File: src/rtl/instruction_fetch.sv
// Instruction fetch stage: owns the program counter, issues word reads to
// instruction memory over a req/ack handshake and presents one instruction
// at a time, with its PC, to the decoder. Honours stall and redirects.
module instruction_fetch #(
  parameter logic [31:0] RESET_PC = 32'h0000_0000
) (
  input  logic        clk,
  input  logic        rst,
  input  logic        stall,
  input  logic        redirect,
  input  logic [31:0] redirect_pc,
  output logic        imem_req,
  output logic [31:0] imem_addr,
  input  logic        imem_ack,
  input  logic [31:0] imem_rdata,
  output logic [31:0] instruction,
  output logic [31:0] instr_pc,
  output logic        instr_valid,
  output logic        misaligned
);

  localparam logic [31:0] NOP = 32'h0000_0013;

  typedef enum logic [1:0] {
    IDLE  = 2'd0,
    FETCH = 2'd1,
    VALID = 2'd2,
    FLUSH = 2'd3
  } state_t;

  state_t      r_state;
  state_t      w_state_next;
  logic [31:0] r_fetch_addr;
  logic [31:0] r_pending_pc;
  logic [31:0] r_instruction;
  logic [31:0] r_instr_pc;
  logic        r_misaligned;

  logic [31:0] w_target;
  logic        w_redirect_ok;
  logic        w_imem_req;
  logic        w_instr_valid;

  // Redirect targets are forced word aligned; IDLE ignores redirects.
  assign w_target      = {redirect_pc[31:2], 2'b00};
  assign w_redirect_ok = redirect && (r_state != IDLE);

  // State register.
  // NOTE: sequential state uses non-blocking assignments so every flop
  // samples pre-edge values, independent of block ordering.
  always_ff @(posedge clk or posedge rst) begin
    if (rst) r_state <= IDLE;
    else     r_state <= w_state_next;
  end

  // Next-state logic: redirect outranks ack, ack outranks stall.
  always_comb begin
    // NOTE: default assignment first so no path leaves the signal
    // unassigned, which would otherwise infer a latch.
    w_state_next = r_state;
    unique case (r_state)
      IDLE:  w_state_next = FETCH;
      FETCH: begin
        if (imem_ack && !redirect) w_state_next = VALID;
        else if (redirect && !imem_ack) w_state_next = FLUSH;
      end
      VALID: begin
        if (redirect || !stall) w_state_next = FETCH;
      end
      FLUSH: begin
        if (imem_ack) w_state_next = FETCH;
      end
      default: w_state_next = IDLE;
    endcase
  end

  // Output decode: request only while a read is outstanding.
  always_comb begin
    w_imem_req    = (r_state == FETCH) || (r_state == FLUSH);
    w_instr_valid = (r_state == VALID);
  end

  // Datapath: fetch address, flush target, presented instruction and PC.
  always_ff @(posedge clk or posedge rst) begin
    if (rst) begin
      r_fetch_addr  <= RESET_PC;
      r_pending_pc  <= RESET_PC;
      r_instruction <= NOP;
      r_instr_pc    <= RESET_PC;
      r_misaligned  <= 1'b0;
    end else begin
      r_misaligned <= w_redirect_ok && (redirect_pc[1:0] != 2'b00);
      unique case (r_state)
        FETCH: begin
          if (imem_ack && !redirect) begin
            r_instruction <= imem_rdata;
            r_instr_pc    <= r_fetch_addr;
            r_fetch_addr  <= r_fetch_addr + 32'd4;
          end else if (imem_ack && redirect) begin
            r_fetch_addr <= w_target;
          end else if (redirect) begin
            // Outstanding request must stay stable; park the target.
            r_pending_pc <= w_target;
          end
        end
        FLUSH: begin
          if (imem_ack) r_fetch_addr <= redirect ? w_target : r_pending_pc;
          else if (redirect) r_pending_pc <= w_target;
        end
        VALID: begin
          if (redirect) r_fetch_addr <= w_target;
        end
        default: ;
      endcase
    end
  end

  assign imem_req    = w_imem_req;
  assign imem_addr   = r_fetch_addr;
  assign instruction = r_instruction;
  assign instr_pc    = r_instr_pc;
  assign instr_valid = w_instr_valid;
  assign misaligned  = r_misaligned;

endmodule

File: config.mk
export PLATFORM = sky130hd
export DESIGN_NAME = instruction_fetch
export DESIGN_NICKNAME = d
export VERILOG_FILES = /design/src/rtl/instruction_fetch.sv
export SDC_FILE = /design/constraint.sdc
export NUM_CORES = 1
export LEC_CHECK = 0
export CELL_PAD_IN_SITES_DETAIL_PLACEMENT = 2
export CELL_PAD_IN_SITES_GLOBAL_PLACEMENT = 2
export CORE_MARGIN = 5
export CORE_UTILIZATION = 33
export DETAILED_ROUTE_END_ITERATION = 12
export GPL_TIMING_DRIVEN = 0
export PLACE_DENSITY_LB_ADDON = 0.1
export SETUP_SLACK_MARGIN = 0.5
export SYNTH_ARGS = -nofsm -noshare
export SYNTH_HDL_FRONTEND = slang
export SYNTH_SLANG_ARGS = --single-unit
File: constraint.sdc
create_clock -name clk -period 7 [get_ports clk]
set_clock_uncertainty 0.1 [all_clocks]
set_input_delay 1.4 -clock clk [delete_from_list [all_inputs] [get_ports clk]]
set_output_delay 1.4 -clock clk [all_outputs]
set_load 0.005 [all_outputs]
==> results.cfg, run 1 <==
[worst_setup_path]
timing.critical_path.mode_cell = clkbuf_1
cp_slowest_cell = clkbuf_1
crit_required_ns = 7.25
cp.arrival_ns = 3.72
crit_chain = clkdlybuf4s50_1, buf_2, clkbuf_1, clkbuf_1, nor3b_1, o21ai_0, o221ai_1, a21oi_1
end_kind = register
cp-start-kind = input port
max_stage_delay_ns = 0.54
critPathMaxFanout = 10
setup.worst_path.class = input port to register

[yosys]
yosysMostFrequentCell = dfrtp_1
synth_cells = 566
synth_top_area_cell = dfrtp_1
synthTopCellsByArea = dfrtp_1, mux2_2, a21oi_1, nor2_1, nand2_1
synth.net_count = 636
synth-async-reset-ratio = 1.00
synth_cell_types = 60
yosysSeqAreaShare = 0.518
synth_flop_cell = dfrtp_1
synth-seq-cells = 131
syn_area_per_cell_um2 = 11.2
synth_edf_count = 0
synth_top_area_share = 0.505
syn_area_um2 = 6340
yosys_warnings = 0
ys_top_cells_by_count = dfrtp_1, mux2_2, a21oi_1

[status]
status = complete, no violations

[flow_run]
cap_violations = 0

[worst_hold_path]
hold_class = register to register

[clock_network]
cts_resized = 0
path_clk_slew_ns = 0.06
cts_tree = yes
clockBufferDepth = 2
cts_root_buffer = clkbuf_16
cts_setup_buffers = 0
cts.sinks = 131
h-tree-depth = 4
clk_latency_ns = 0.43
cts_inserted_buffers = 17
ctsHoldBuffers = 0

[detailed_routing]
drt-wirelength-per-cell_um = 23.6
routed_wl_um = 24200
firstDrtPassIters = 4
drc = 0
vias = 5543
drt_iter0_drc = 195
routed_via_density = 5.40
ant_nets = 0

[placement]
numPortBuffers = 166
dp_cells = 993
hpwl_um = 17200
gp_congestion = 0.796
place_ws_ns = 3.15

[global_route]
grt.total_usage = 0.222
antenna_found_initial = 0
grt_pass1_vias = 6332
grt_pass1_wl_um = 37600
grt_max_degree = 86
overflow = 0

[die]
io_pins = 168
start_util = 0.337
die_x_um = 149
rows = 50
core-area_um2 = 18800
die-area_um2 = 22100
die_y_um = 149

[timing]
setup_viol = 0
min_period_over_period = 0.495
grt_setup_unrepaired = false
finalSetupTns_ns = 0
worst_slack_ns = 3.53
maxSlewHeadroom = 0.510
finalCriticalPeriod_ns = 3.47
fmax_mhz = 288
worst_pin_slew_ns = 0.735
maxSlewViolCount = 0
hold_viol = 0

[final_layout]
nets = 822
drive_above_1_share = 0.200
area_growth_pct = 41.8
fin_util = 0.477
finalNonFillerCells = 1026

[power_and_ir_drop]
total_power_mw = 3.08
powerDensity_nw_per_um2 = 342
peakVddDrop_mv = 0.194
leakage_nw = 3.52
[stage by stage]
stage          instance area (um2)  hold slack (ns)
3_5_place_dp                  8360            0.385
2_1_floorplan                 6340            0.354
3_3_place_gp                  8330            0.368
6_report                      8990            0.393
5_1_grt                       8980            0.414
4_1_cts                       8980            0.399
[cells by family (layout without fill, tap and decap cells)]
| family | Yosys count | count (layout) | synth area share |
|---|---|---|---|
| simple gates | 139 | 139 | 0.118 |
| flops | 131 | 131 | 0.518 |
| xor+xnor | 14 | 14 | 0.0193 |
| fa+ha+maj | 1 | 1 | 0.00197 |
| compound gates | 139 | 139 | 0.140 |
| other cells | 0 | 1 | 0 |
| buf+inv | 46 | 245 | 0.0330 |
| mux | 96 | 96 | 0.170 |
[final timing paths]
check,slack [ns],endpoint,cells after the start,startpoint
min reg2reg,0.39,instruction[19],1,instruction[19]
max in group asynchronous,4.70,r_pending_pc[11],3,rst
max,3.53,imem_addr[19],8,redirect
min,0.39,instruction[19],1,instruction[19]
max reg2reg,4.48,instr_pc[16],5,r_state[0]
min in group asynchronous,1.28,instruction[5],2,rst
[report_power, final]
group / internal, mW / total (mW) / switching [mW]
Clock: 0.604 / 0.958 / 0.354
Combinational: 0.575 / 0.950 / 0.374
Sequential: 0.981 / 1.17 / 0.186
Total: 2.16 / 3.08 / 0.914
[registers in the layout, summed over array words and instances, names as in the netlist]
register and flops:
r_pending_pc 32, instr_pc 32, misaligned 1, r_state 2, imem_addr 32, instruction 32
[layout make-up]
type	instances	area (um2)
clock inverter	13	183
timing repair buffer	167	1690
clock buffer	19	443
sequential	131	3280
tap	260	325
antenna	1	2.50
multi-input combinational	389	2850
inverter	8	35.0
fill	1904	9840
buffer	38	179
[cell usage in the layout, fill, tap and decap left out, types with 3 or more instances in the layout]
cell type	instances
a211oi_1	7
a21oi_1	46
a31oi_1	4
and2_1	7
and4_1	5
buf_1	4
buf_2	11
buf_4	6
bufinv_16	4
clkbuf_1	18
clkbuf_16	17
clkdlybuf4s50_1	166
clkinv_2	3
clkinvlp_4	4
dfrtp_1	128
dfstp_2	3
inv_1	7
mux2_1	6
mux2_2	88
nand2_1	35
nand2b_1	5
nand3_1	11
nand4_1	8
nor2_1	39
nor2b_1	3
nor3_1	7
nor4_2	4
o21a_1	3
o21ai_0	25
o21ai_1	4
o221ai_1	9
o22a_1	5
o22ai_1	15
xnor2_1	6
xor2_1	8
[metal layers]
layer,up-vias,GRT usage,wire (um)
met4,0,0.0610,365
met1,2905,0.264,9670
met3,34,0.0466,1130
li1,2448,-,-
met5,-,0,0
met2,156,0.405,13100
[critical path, delay by kind of cell]
family	cells	cell delay, ns
and+or+nand+nor	1	0.11
AOI/OAI and AO/OA	3	0.50
buffers and inverters	4	1.70
(Power assumes the default switching activity.)
==> run 2, diff against run 1 <==
--- a/config.mk
+++ b/config.mk
@@ -8,7 +8,7 @@
 export CELL_PAD_IN_SITES_DETAIL_PLACEMENT = 2
 export CELL_PAD_IN_SITES_GLOBAL_PLACEMENT = 2
 export CORE_MARGIN = 5
-export CORE_UTILIZATION = 33
+export CORE_UTILIZATION = 31
 export DETAILED_ROUTE_END_ITERATION = 12
 export GPL_TIMING_DRIVEN = 0
 export PLACE_DENSITY_LB_ADDON = 0.1
==> constraint.sdc (replaced) <==
create_clock -name clk -period 3.4 [get_ports clk]
set_clock_uncertainty 0.1 [all_clocks]
set_input_delay 0.68 -clock clk [delete_from_list [all_inputs] [get_ports clk]]
set_output_delay 0.68 -clock clk [all_outputs]
set_load 0.005 [all_outputs]
==> results.cfg, run 2 (same netlist as run 1, synthesis figures left out) <==
[power_and_ir_drop]
p_sw_frac = 0.298
internal_power_mw = 4.46
powerDensity_nw_per_um2 = 701
p_clk_frac = 0.310
netSwitchingPower_mw = 1.89
p_comb_frac = 0.310
seq_power_share = 0.380
leakage_nw = 3.55
peakVddDrop_mv = 0.367

[timing]
finalCriticalPeriod_ns = 2.76
min_period_over_period = 0.811
worst_pin_slew_ns = 0.763
fmax_mhz = 363
maxSlewViolCount = 0
finalSetupTns_ns = 0
worst_slack_ns = 0.643
grt_setup_unrepaired = false
hold_viol = 0
hold_ws_ns = 0.391
maxSlewHeadroom = 0.490
setup_viol = 0

[die]
rows = 52
die_x_um = 153
core-area_um2 = 20200
start_util = 0.314
io_pins = 168
die-area_um2 = 23400
die_y_um = 153

[global_route]
antenna_found_initial = 0
grt_use_met3 = 0.0385
grt_pass1_wl_um = 38900
overflow = 0
busiest_layer = met2
grt_pass1_vias = 6434
grtUsageMet2 = 0.392
grt_max_degree = 36
grt.total_usage = 0.214
grtUsageMet1 = 0.254

[worst_setup_path]
setup.worst_path.class = register to output pin
cp_slowest_cell = clkdlybuf4s50_1
cp.arrival_ns = 1.98
reg2reg_to = instr_pc[17]
end_kind = output pin
critPathMaxFanout = 6
cp-start-kind = register
crit_required_ns = 2.62
r2r-start = r_state[0]
max_stage_delay_ns = 0.65
r2r_cells = 5
crit_chain = nor2b_1, clkdlybuf4s50_1
r2r_setup_slack_ns = 0.83

[worst_hold_path]
hold_depth = 1
worstHoldStart = r_pending_pc[13]
min_to = r_pending_pc[13]
hold_class = register to register

[clock_network]
cts_tree = yes
cts_resized = 0
clockBufferDepth = 2
h-tree-depth = 4
cts_inserted_buffers = 17
cts_root_buffer = clkbuf_16
ctsHoldBuffers = 0
cts.sinks = 131
cts_setup_buffers = 0
path_clk_slew_ns = 0.06
clk_latency_ns = 0.42

[detailed_routing]
firstDrtPassIters = 4
routed_wl_um = 24800
drc = 0
routed_via_density = 5.29
ant_nets = 0
vias = 5487
drt-wirelength-per-cell_um = 23.9
drt_iter0_drc = 240

[final_layout]
antenna_cells = 0
nets = 825
finalNonFillerCells = 1038
drive_above_1_share = 0.206
final_cell_mix = clkdlybuf4s50_1, dfrtp_1, mux2_2
design_area_um2 = 9050
final_common_cell = clkdlybuf4s50_1
area_growth_pct = 42.8

[placement]
dp_cells = 1006
gp_congestion = 0.786
hpwl_um = 18300
placed_area_um2 = 8420
place_ws_ns = 0.161
numPortBuffers = 166

[flow_run]
cap_violations = 0

[status]
status = complete, no violations
==> run 2: cell types whose count changed in the layout (fill, tap and decap cells not counted), sizes merged <==
cell      change
buf           +3
clkinvlp      +1
diode         -1
inv           -1
==> run 2: power groups by stage <==
stage	combinational, mW	clock, mW	sequential, mW
floorplan	0.778	0	2.36
global placement	1.90	0	2.39
detailed placement	2.00	0	2.44
CTS	2.01	2.02	2.42
global route	2.12	2.08	2.48
finish	1.97	1.97	2.41
==> run 2: through the flow <==
step | util | total power [mW]
after floorplan | - | 3.14
after global placement | 0.414 | 4.29
after detailed placement | 0.418 | 4.44
after CTS | 0.449 | 6.45
after global routing | 0.449 | 6.68
final | 0.449 | 6.35
==> run 2: worst max path at each step <==
stage	from	to	slack [ns]	depth (start not counted)
2_1_floorplan	rst	imem_addr[0]	1.0	1
3_3_place_gp	rst	instr_pc[15]	-0.34	2
3_5_place_dp	redirect	imem_addr[19]	0.16	8
4_1_cts	redirect	imem_addr[29]	0.54	7
5_1_grt	r_state[1]	instr_valid	0.52	2
6_report	r_state[1]	instr_valid	0.64	2
==> run 2: worst max-delay path: cells and delay by family, from the launching register on <==
family,cells,cell delay (ns)
and+or+nand+nor,1,0.45
buffers and inverters,1,0.65
DFF,1,0.46
==> run 2: layer usage <==
metal  up-vias  routed length, um
met1      2862              10100
met2       140              13100
met4         0                529
met3        28                976
li1       2457                  -
met5         -                  0
==> run 2: final cells by class <==
class | count | area (um2)
buffer | 38 | 181
clock buffer | 19 | 443
clock inverter | 13 | 183
fill | 2107 | 11100
inverter | 8 | 33.8
multi-input combinational | 389 | 2850
sequential | 131 | 3280
tap | 270 | 338
timing repair buffer | 170 | 1740
